<file path="src/rtl/aes_pkg.sv">
// Shared constants and types for the AES SPI link.
// Block width and link state encoding.
package aes_pkg;

  localparam int BLOCK_BITS = 128;
  localparam int RX_BITS    = 2 * BLOCK_BITS;
  localparam int CNT_W      = $clog2(RX_BITS) + 1;
  localparam int TXC_W      = $clog2(BLOCK_BITS);

  typedef enum logic [1:0] {
    IDLE,
    RX,
    WAIT,
    TX
  } link_state_t;

endpackage

</file>
<file path="src/rtl/aes_spi_link_sync_edge.sv">
// Two-flop synchroniser with an edge register.
// Provides the synced level plus one-cycle rise/fall strobes.
module sync_edge (
  input  logic clk,
  input  logic rst_n,
  input  logic din,
  output logic level,
  output logic rise,
  output logic fall
);

  logic s1_q;
  logic s2_q;
  logic s3_q;

  always_ff @(posedge clk or negedge rst_n) begin
    if (!rst_n) begin
      s1_q <= 1'b0;
      s2_q <= 1'b0;
      s3_q <= 1'b0;
    end else begin
      s1_q <= din;
      s2_q <= s1_q;
      s3_q <= s2_q;
    end
  end

  assign level = s2_q;
  assign rise  = s2_q & ~s3_q;
  assign fall  = ~s2_q & s3_q;

endmodule

</file>
<file path="src/rtl/aes_spi_link.sv">
// SPI slave link: shifts key+plaintext in, starts the core,
// and shifts the captured ciphertext back out MSB first.
module aes_spi_link
  import aes_pkg::*;
(
  input  logic                  clk,
  input  logic                  reset_n,
  input  logic                  sck,
  input  logic                  sdi,
  input  logic                  load,
  output logic                  sdo,
  output logic                  done_out,
  output logic                  err,
  output logic [BLOCK_BITS-1:0] key,
  output logic [BLOCK_BITS-1:0] plaintext,
  output logic                  start,
  input  logic                  core_done,
  input  logic [BLOCK_BITS-1:0] cyphertext
);

  logic sck_lvl, sck_rise, sck_fall;
  logic sdi_lvl, sdi_rise, sdi_fall;
  logic ld_lvl, ld_rise, ld_fall;

  sync_edge u_sck (
    .clk   (clk),
    .rst_n (reset_n),
    .din   (sck),
    .level (sck_lvl),
    .rise  (sck_rise),
    .fall  (sck_fall)
  );

  sync_edge u_sdi (
    .clk   (clk),
    .rst_n (reset_n),
    .din   (sdi),
    .level (sdi_lvl),
    .rise  (sdi_rise),
    .fall  (sdi_fall)
  );

  sync_edge u_load (
    .clk   (clk),
    .rst_n (reset_n),
    .din   (load),
    .level (ld_lvl),
    .rise  (ld_rise),
    .fall  (ld_fall)
  );

  wire unused_ok = &{1'b0, sck_lvl, sdi_rise, sdi_fall, ld_lvl};

  link_state_t state_q, state_d;

  logic [CNT_W-1:0]      cnt_q;
  logic [TXC_W-1:0]      tx_cnt_q;
  logic [RX_BITS-1:0]    sr_q;
  logic [BLOCK_BITS-1:0] tx_q;

  logic go_rx, shift_rx, commit, bad;
  logic ld_tx, shift_tx, tx_end;

  wire rx_full = (cnt_q == CNT_W'(RX_BITS));
  wire tx_last = (tx_cnt_q == TXC_W'(BLOCK_BITS - 1));

  always_ff @(posedge clk or negedge reset_n) begin
    if (!reset_n) state_q <= IDLE;
    else          state_q <= state_d;
  end

  // load events are checked before sck so they win a same-cycle tie
  always_comb begin
    state_d  = state_q;
    go_rx    = 1'b0;
    shift_rx = 1'b0;
    commit   = 1'b0;
    bad      = 1'b0;
    ld_tx    = 1'b0;
    shift_tx = 1'b0;
    tx_end   = 1'b0;
    unique case (state_q)
      IDLE: begin
        if (ld_rise) begin
          go_rx   = 1'b1;
          state_d = RX;
        end
      end
      RX: begin
        if (ld_fall) begin
          if (rx_full) begin
            commit  = 1'b1;
            state_d = WAIT;
          end else begin
            bad     = 1'b1;
            state_d = IDLE;
          end
        end else if (sck_rise) begin
          shift_rx = 1'b1;
        end
      end
      WAIT: begin
        if (ld_rise) begin
          go_rx   = 1'b1;
          state_d = RX;
        end else if (core_done) begin
          ld_tx   = 1'b1;
          state_d = TX;
        end
      end
      TX: begin
        if (ld_rise) begin
          go_rx   = 1'b1;
          state_d = RX;
        end else if (sck_fall) begin
          shift_tx = 1'b1;
          if (tx_last) begin
            tx_end  = 1'b1;
            state_d = IDLE;
          end
        end
      end
    endcase
  end

  always_ff @(posedge clk or negedge reset_n) begin
    if (!reset_n) begin
      cnt_q     <= '0;
      tx_cnt_q  <= '0;
      sr_q      <= '0;
      tx_q      <= '0;
      key       <= '0;
      plaintext <= '0;
      start     <= 1'b0;
      done_out  <= 1'b0;
      err       <= 1'b0;
    end else begin
      start <= commit;
      if (go_rx) begin
        cnt_q    <= '0;
        tx_cnt_q <= '0;
        tx_q     <= '0;
        err      <= 1'b0;
        done_out <= 1'b0;
      end
      if (shift_rx) begin
        sr_q <= {sr_q[RX_BITS-2:0], sdi_lvl};
        if (!rx_full) cnt_q <= cnt_q + 1'b1;
      end
      if (commit) begin
        key       <= sr_q[RX_BITS-1:BLOCK_BITS];
        plaintext <= sr_q[BLOCK_BITS-1:0];
      end
      if (bad) err <= 1'b1;
      if (ld_tx) begin
        tx_q     <= cyphertext;
        tx_cnt_q <= '0;
        done_out <= 1'b1;
      end
      if (shift_tx) begin
        tx_q     <= {tx_q[BLOCK_BITS-2:0], 1'b0};
        tx_cnt_q <= tx_cnt_q + 1'b1;
      end
      if (tx_end) done_out <= 1'b0;
    end
  end

  // emptied register shifts in zeros, so extra sck edges read 0
  assign sdo = tx_q[BLOCK_BITS-1];

endmodule

</file>
<file path="config.mk">
export PLATFORM = sky130hd
export DESIGN_NAME = aes_spi_link
export DESIGN_NICKNAME = d
export VERILOG_FILES = /design/src/rtl/aes_pkg.sv /design/src/rtl/aes_spi_link_sync_edge.sv /design/src/rtl/aes_spi_link.sv
export SDC_FILE = /design/constraint.sdc
export NUM_CORES = 1
export LEC_CHECK = 0
export BUFFER_PORTS_ARGS = -buffer_cell sky130_fd_sc_hd__buf_4
export CORE_MARGIN = 5
export CORE_UTILIZATION = 59
export CTS_BUF_LIST = sky130_fd_sc_hd__clkbuf_8
export CTS_CLUSTER_DIAMETER = 100
export DETAILED_ROUTE_END_ITERATION = 10
export GPL_ROUTABILITY_DRIVEN = 0
export MAX_ROUTING_LAYER = met4
export PLACE_DENSITY_LB_ADDON = 0.25
export SLEW_MARGIN = 20
export SYNTH_ARGS = -nofsm -noshare
export SYNTH_HDL_FRONTEND = slang
export SYNTH_SLANG_ARGS = --single-unit
</file>
<file path="constraint.sdc">
create_clock -name clk -period 2.7 [get_ports clk]
set_clock_uncertainty 0.15 [all_clocks]
set_input_delay 0.27 -clock clk [delete_from_list [all_inputs] [get_ports clk]]
set_output_delay 0.27 -clock clk [all_outputs]
set_load 0.02 [all_outputs]
</file>
==> impl_table.tex, run 1 <==
\begin{tabular}{lr}
\hline
Metric & Value \\
\hline
\multicolumn{2}{l}{\textbf{STA}} \\
\quad Worst Hold Margin & 0.101 ns \\
\quad Accumulated negative setup slack & 0 ns \\
\quad Time the final worst path needs with I/O delays and setup & 2.50 ns \\
\quad Crit share post-route & 0.924 \\
\quad Slew Viols, Final & 0 \\
\quad Slew @ Worst Pin & 0.621 ns \\
\quad RSZ-0062 raised after global routing & no \\
\quad Timing-limited maximum frequency & 0.401 GHz \\
\quad Final worst-path setup slack & 0.205 ns \\
\quad Max-slew headroom & 0.586 \\
\quad Setup-violating endpoint count in the final report & 0 \\
\quad Final Hold Violating Endpoints & 0 \\
\multicolumn{2}{l}{\textbf{Layout}} \\
\quad Core occupancy in the finished layout & 0.765 \\
\quad Fraction of layout cells with a size suffix above 1 & 0.216 \\
\quad Commonest non-fill, non-tap cells in the layout & 906 x nand2\_1, 669 x dfrtp\_1, 416 x buf\_4 \\
\quad Area growth from synthesis to final layout & 27.6\% \\
\quad Most common cell after layout, fill and taps aside & nand2\_1 \\
\quad Area occupied by registers & 0.0167 sq mm \\
\quad Multi-input combinational cell area & 0.00848 sq mm \\
\quad Non-filler cells, final & 3525 \\
\quad Net total in the final layout & 2990 \\
\quad Number of fill cells & 2586 \\
\multicolumn{2}{l}{\textbf{Floorplanning}} \\
\quad Horiz. Die Dim & 220 um \\
\quad I/O pin count & 394 \\
\quad DIE HEIGHT & 220 um \\
\quad Die area & 0.0482 sq mm \\
\quad Cell Rows & 76 \\
\quad Floorplan Core Area & 0.0433 sq mm \\
\quad Effective utilization at floorplan & 0.599 \\
\multicolumn{2}{l}{\textbf{Pwr}} \\
\quad Leakage Power & 18.6 nW \\
\quad Worst vdd ir & 0.000418 V \\
\quad Power per Cell Area & 581 mW/mm\^{}2 \\
\multicolumn{2}{l}{\textbf{Place}} \\
\quad Placed instance count & 3199 \\
\quad Pre-CTS setup slack & 0.218 ns \\
\quad Dpl hpwl & 40400 um \\
\quad Total of buffers placed on input and output ports & 393 \\
\multicolumn{2}{l}{\textbf{Min path}} \\
\quad Class of the worst hold path & input pin to register \\
\multicolumn{2}{l}{\textbf{Clock tree}} \\
\quad Clock network latency to the later pin of the worst-skew pair & 0.67 ns \\
\quad Clock tree buffer depth & 3 \\
\quad Maximum level of the CTS H-tree & 3 \\
\quad Total number of clock tree sinks & 669 \\
\quad Clock slew at the register clock pins of the worst setup and hold paths & 0.07 ns \\
\quad TritonCTS clock tree & yes \\
\quad Root Buffer & clkbuf\_8 \\
\quad Post CTS Setup Buffer Count & 0 \\
\quad Cts bufs inserted & 102 \\
\multicolumn{2}{l}{\textbf{Route}} \\
\quad DRC marker count from the first detailed-route iteration & 2065 \\
\quad Detailed-route via count & 19900 \\
\quad Sum of routed wire length over all layers & 68000 um \\
\quad Final routed DRC violation total & 0 \\
\quad Average wire per cell in the routed design & 19.3 um \\
\quad Vias per Instance & 5.64 \\
\quad Count of antenna-violating nets left after detailed routing & 0 \\
\quad First-pass iteration count of the detailed router & 7 \\
\multicolumn{2}{l}{\textbf{Synth}} \\
\quad Number of warnings printed during yosys synthesis & 0 \\
\quad Mean instance size in the synthesized netlist & 11.2 sq um \\
\quad Net Count, Synth & 2450 \\
\quad Fraction of post-synthesis cell area in the top cell type by area & 0.646 \\
\quad Leading register cell type out of synthesis & dfrtp\_1 \\
\quad Count of different cell masters after synthesis & 42 \\
\quad Area of the mapped netlist & 0.0259 sq mm \\
\quad Count of flip-flops with a built-in enable after synthesis & 0 \\
\quad Leading post-synthesis cells by cell area & dfrtp\_1 65\%, nand2\_1 13\%, mux2\_1 9.6\% \\
\quad \#FFs+latches synth & 669 \\
\quad Number of standard cells after synthesis & 2313 \\
\quad Sequential cell area fraction in the yosys report & 0.646 \\
\quad Yosys top cell by area & dfrtp\_1 \\
\quad Share of synthesized flip-flops with an asynchronous set or reset & 1.00 \\
\multicolumn{2}{l}{\textbf{Critical path}} \\
\quad Critical Path Sink Type & register \\
\quad CP max FO & 38 \\
\quad Arrival time at the worst endpoint & 2.87 ns \\
\quad WP data required & 3.08 ns \\
\quad Crit path kind & register to register \\
\quad Startpoint class of the critical path & register \\
\multicolumn{2}{l}{\textbf{GRT}} \\
\quad GRT overflow & 0 \\
\quad Vias in the first global route & 20300 \\
\quad Total global routing track utilization & 0.290 \\
\quad Initial antenna violation count & 3 \\
\quad Wire length of the first global-routing pass & 109000 um \\
\quad Largest net degree at the start of global routing & 139 \\
\multicolumn{2}{l}{\textbf{Status}} \\
\quad Outcome & finished, final reports clean \\
\multicolumn{2}{l}{\textbf{Flow run}} \\
\quad Max-cap violations & 0 \\
\hline
\end{tabular}
==> state kept, by name, indices dropped and copies added (netlist names), 2 cells and up <==
signal and cells:
tx_q 128, sr_q 256, plaintext 128, state_q 2, key 128, tx_cnt_q 7, cnt_q 9
==> timing repair <==
| action | CTS | global route |
|---|---|---|
| gates resized for setup | 0 | 0 |
| hold endpoints to repair | 743 | 0 |
| hold buffers | 135 | 0 |
==> power breakdown <==
part	switching (mW)	internal, mW	leakage, nW
Combinational	0.501	0.359	8.04
Sequential	0.0485	10.1	9.32
Clock	3.87	4.35	1.22
==> worst max-delay path, cell delays in order, from the launching register on <==
cell and delay (ns):
dfrtp_1 0.44, nor4_2 0.35, nand4_1 0.22, nor3_4 0.31, buf_12 0.25, buf_12 0.26
mux2_1 0.36
==> cells in the mapped netlist (all sizes together), types with 4 or more instances <==
cell,n
mux2i,6
nor2,4
buf,58
mux2,257
clkbuf,87
nand2,907
and3,4
dfrtp,669
a22oi,127
nand3,138
a21oi,5
o21ai,9
==> worst paths after layout <==
| check | start | to | slack, ns | depth (start not counted) |
|---|---|---|---|---|
| worst max-delay path | cnt_q[2]$_DFF_PN0_ | plaintext[31]$_DFFE_PN0P_ | 0.20 | 6 |
| worst min-delay path | sck | u_sck.s1_q$_DFF_PN0_ | 0.10 | 2 |
| worst max register to register | cnt_q[2]$_DFF_PN0_ | plaintext[31]$_DFFE_PN0P_ | 0.20 | 6 |
| worst min register to register | u_load.s1_q$_DFF_PN0_ | u_load.level$_DFF_PN0_ | 0.20 | 0 |
| max in group asynchronous | reset_n | plaintext[30]$_DFFE_PN0P_ | 0.72 | 4 |
| min in group asynchronous | reset_n | plaintext[40]$_DFFE_PN0P_ | 0.55 | 3 |
==> cell type report <==
class | count | area share
sequential | 669 | 0.506
multi-input combinational | 1496 | 0.256
timing repair buffer | 581 | 0.153
clock buffer | 128 | 0.0533
tap | 585 | 0.0221
clock inverter | 58 | 0.00817
antenna | 5 | 0.000378
inverter | 3 | 0.000340
==> kinds of logic (layout without fill, tap and decap cells) <==
family,after synthesis,count (layout),share of synthesized area
and+or+nand+nor,1072,1072,0.165
DFF,669,669,0.646
muxes,263,263,0.114
AOI/OAI and AO/OA,157,157,0.0442
buffers and inverters,148,770,0.0294
adders and majority gates,3,3,0.00145
xor gates and xnor gates,1,1,0.000338
other,0,5,0
==> per-stage QoR <==
stage | cell area, sq um | total power [mW]
after floorplan | 25900 | 10.5
after global placement | 29700 | 11.0
after detailed placement | 29700 | 11.0
after CTS | 33100 | 19.3
after global routing | 33100 | 19.9
final | 33100 | 19.2
==> layer usage <==
metal | GRT usage | wire length, um | up-vias
met5 | - | 0 | -
met4 | 0.108 | 2730 | 0
met3 | 0.0607 | 5450 | 240
met2 | 0.458 | 33300 | 983
met1 | 0.377 | 26600 | 9883
li1 | - | - | 8774
Power figures use the tool's default switching activity.
==> run 2: changes to the inputs <==
Clock period 2.7 ns to 2.3 ns, I/O delays scaled along.
==> impl_table.tex, run 2 (synthesized netlist as in run 1, its figures left out) <==
\begin{tabular}{lr}
\hline
Metric & Value \\
\hline
\multicolumn{2}{l}{\textbf{Route}} \\
\quad Final routed DRC violation total & 0 (unchanged) \\
\quad Sum of routed wire length over all layers & 71000 um (+4.3\%) \\
\quad DRC marker count from the first detailed-route iteration & 1841 (-11\%) \\
\quad Count of antenna-violating nets left after detailed routing & 0 (unchanged) \\
\quad Vias per Instance & 5.69 (+0.86\%) \\
\quad Average wire per cell in the routed design & 19.9 um (+3.4\%) \\
\quad First-pass iteration count of the detailed router & 6 (-1) \\
\quad Detailed-route via count & 20200 (+1.8\%) \\
\multicolumn{2}{l}{\textbf{GRT}} \\
\quad Wire length of the first global-routing pass & 112000 um (+2.6\%) \\
\quad Total global routing track utilization & 0.300 (+0.0101) \\
\quad Initial antenna violation count & 5 (+2) \\
\quad Largest net degree at the start of global routing & 92 (-34\%) \\
\quad GRT overflow & 0 (unchanged) \\
\quad Vias in the first global route & 20900 (+2.9\%) \\
\multicolumn{2}{l}{\textbf{STA}} \\
\quad Time the final worst path needs with I/O delays and setup & 2.33 ns (-0.161 ns) \\
\quad Final Hold Violating Endpoints & 0 (unchanged) \\
\quad Crit share post-route & 1.01 (+0.0907) \\
\quad RSZ-0062 raised after global routing & yes \\
\quad Slew Viols, Final & 0 (unchanged) \\
\quad Timing-limited maximum frequency & 0.428 GHz (+6.9\%) \\
\quad Final worst-path setup slack & -0.0341 ns (-0.239 ns) \\
\quad Max-slew headroom & 0.684 (+0.0980) \\
\quad Setup-violating endpoint count in the final report & 66 (+66) \\
\quad Slew @ Worst Pin & 0.474 ns (-0.147 ns) \\
\multicolumn{2}{l}{\textbf{Critical path}} \\
\quad Crit path kind & register to register \\
\quad Largest delay contributor family on the critical path & simple AND/OR/NAND/NOR gates \\
\quad Arrival time at the worst endpoint & 2.72 ns (-0.15 ns) \\
\quad CP max FO & 22 (-42\%) \\
\quad Startpoint class of the critical path & register \\
\quad Cell repeated most along the worst path & buf\_12 \\
\quad WP data required & 2.69 ns (-0.39 ns) \\
\quad Critical Path Sink Type & register \\
\quad Critical path's slowest cell & dfrtp\_1 \\
\quad Number of buffer and inverter instances along the worst setup path & 3 (+1) \\
\quad Cells traversed along the worst timing path & nor4\_2 > nand4\_1 > nor3\_4 > buf\_12 > buf\_12 > buf\_16 > mux2\_1 \\
\quad Delay of the slowest cell on the worst path & 0.40 ns (-0.04 ns) \\
\multicolumn{2}{l}{\textbf{Layout}} \\
\quad Area growth from synthesis to final layout & 30.6\% \\
\quad Commonest non-fill, non-tap cells in the layout & 906 x nand2\_1, 669 x dfrtp\_1, 425 x buf\_4 \\
\quad Max FFs per register & 256 (unchanged) \\
\quad Number of fill cells & 2479 (-4.1\%) \\
\quad Non-filler cells, final & 3558 (+0.94\%) \\
\quad Post-route cell area & 0.0339 sq mm (+2.4\%) \\
\quad Net total in the final layout & 3018 (+0.94\%) \\
\quad Most flop-heavy register & sr\_q \\
\quad Fraction of layout cells with a size suffix above 1 & 0.233 (+0.0171) \\
\quad Most common cell after layout, fill and taps aside & nand2\_1 \\
\multicolumn{2}{l}{\textbf{Clock tree}} \\
\quad Total number of clock tree sinks & 669 (unchanged) \\
\quad Root Buffer & clkbuf\_8 \\
\quad Clock tree buffer depth & 3 (unchanged) \\
\quad TritonCTS clock tree & yes \\
\quad Cts bufs inserted & 102 (unchanged) \\
\quad Clock network latency to the later pin of the worst-skew pair & 0.68 ns (about the same) \\
\quad Clock slew at the register clock pins of the worst setup and hold paths & 0.07 ns (about the same) \\
\quad Maximum level of the CTS H-tree & 3 (unchanged) \\
\multicolumn{2}{l}{\textbf{Floorplanning}} \\
\quad Cell Rows & 76 (unchanged) \\
\quad DIE HEIGHT & 220 um (unchanged) \\
\quad Horiz. Die Dim & 220 um (unchanged) \\
\quad Effective utilization at floorplan & 0.599 (unchanged) \\
\quad Floorplan Core Area & 0.0433 sq mm (unchanged) \\
\quad I/O pin count & 394 (unchanged) \\
\quad Die area & 0.0482 sq mm (unchanged) \\
\multicolumn{2}{l}{\textbf{Status}} \\
\quad Outcome & finished with violations \\
\quad Failing checks & setup timing \\
\multicolumn{2}{l}{\textbf{Place}} \\
\quad Dpl hpwl & 41900 um (+3.6\%) \\
\quad Total of buffers placed on input and output ports & 393 (unchanged) \\
\quad Placed instance count & 3218 (+0.59\%) \\
\quad Cell area reported after detailed placement & 0.0300 sq mm (+0.99\%) \\
\multicolumn{2}{l}{\textbf{Pwr}} \\
\quad Power per Cell Area & 702 mW/mm\^{}2 (+21\%) \\
\quad Leakage Power & 18.9 nW (+1.6\%) \\
\quad Worst vdd ir & 0.000754 V (+80\%) \\
\multicolumn{2}{l}{\textbf{Flow run}} \\
\quad Max-cap violations & 0 (unchanged) \\
\multicolumn{2}{l}{\textbf{Min path}} \\
\quad Class of the worst hold path & input pin to register \\
\hline
\end{tabular}
run 2: metal layers:
metal / up-vias / GRT usage / part of all wire
li1: 8845 / - / -
met1: 10100 / 0.378 / 0.39
met2: 1088 / 0.484 / 0.50
met3: 213 / 0.0691 / 0.083
met4: 0 / 0.110 / 0.033
met5: - / - / 0
run 2: repair_timing:
item / in CTS / in global routing
gates resized for setup: 2 / 6
endpoints found under the hold margin: 769 / 0
buffers inserted: 2 / 3
setup endpoints to repair: 51 / 199
pin swaps: 2 / 3
hold buffers: 134 / 0
cloned: 2 / 4
run 2: worst register-to-register path, delay by kind of cell (launching register included):
family,cells,cell delay [ns]
AND/OR/NAND/NOR,3,0.77
multiplexers,1,0.36
flip-flops,1,0.40
buffers and inverters,3,0.53
run 2: final cells by class:
cell class / instances / area (sq um) / share of cell area
Timing Repair Buffer: 609 / 5570 / 0.165
Tap cell: 585 / 732 / 0.0216
Multi-Input combinational cell: 1496 / 8490 / 0.251
Antenna cell: 9 / 22.5 / 0.000665
Clock buffer: 134 / 1840 / 0.0545
Sequential cell: 669 / 16700 / 0.494
Inverter: 3 / 11.3 / 0.000332
Clock inverter: 53 / 459 / 0.0136
run 2: metrics by stage:
step	power (mW)	utilization	hold WS, ns	setup TNS [ns]	worst slack, ns
global placement	12.9	0.693	0.0305	0	0.0272
CTS	23.9	0.779	0.00593	0	0.0288
global route	24.6	0.783	0.0230	-22.37	-0.136
floorplan	12.3	-	-0.216	0	0.0767
detailed placement	12.9	0.693	0.0324	-0.00726	-0.00536
finish	23.8	0.783	0.0629	-0.592	-0.0341
run 2: worst paths after layout:
check | from | end | slack (ns) | cells past startpoint
max | cnt_q[4]$_DFF_PN0_ | key[103]$_DFFE_PN0P_ | -0.03 | 7
min | sck | u_sck.s1_q$_DFF_PN0_ | 0.06 | 2
max reg2reg | cnt_q[4]$_DFF_PN0_ | key[103]$_DFFE_PN0P_ | -0.03 | 7
min reg2reg | u_sdi.s1_q$_DFF_PN0_ | u_sdi.level$_DFF_PN0_ | 0.21 | 0
max in group asynchronous | reset_n | sr_q[165]$_DFFE_PN0N_ | 1.28 | 4
min in group asynchronous | reset_n | plaintext[61]$_DFFE_PN0P_ | 0.16 | 3
run 2: power by group:
part | total (mW) | leakage (nW) | switching, mW | internal, mW
sequential | 11.9 | 9.32 | 0.0583 | 11.8
combinational | 1.04 | 8.28 | 0.597 | 0.444
clock | 10.9 | 1.27 | 4.71 | 6.14
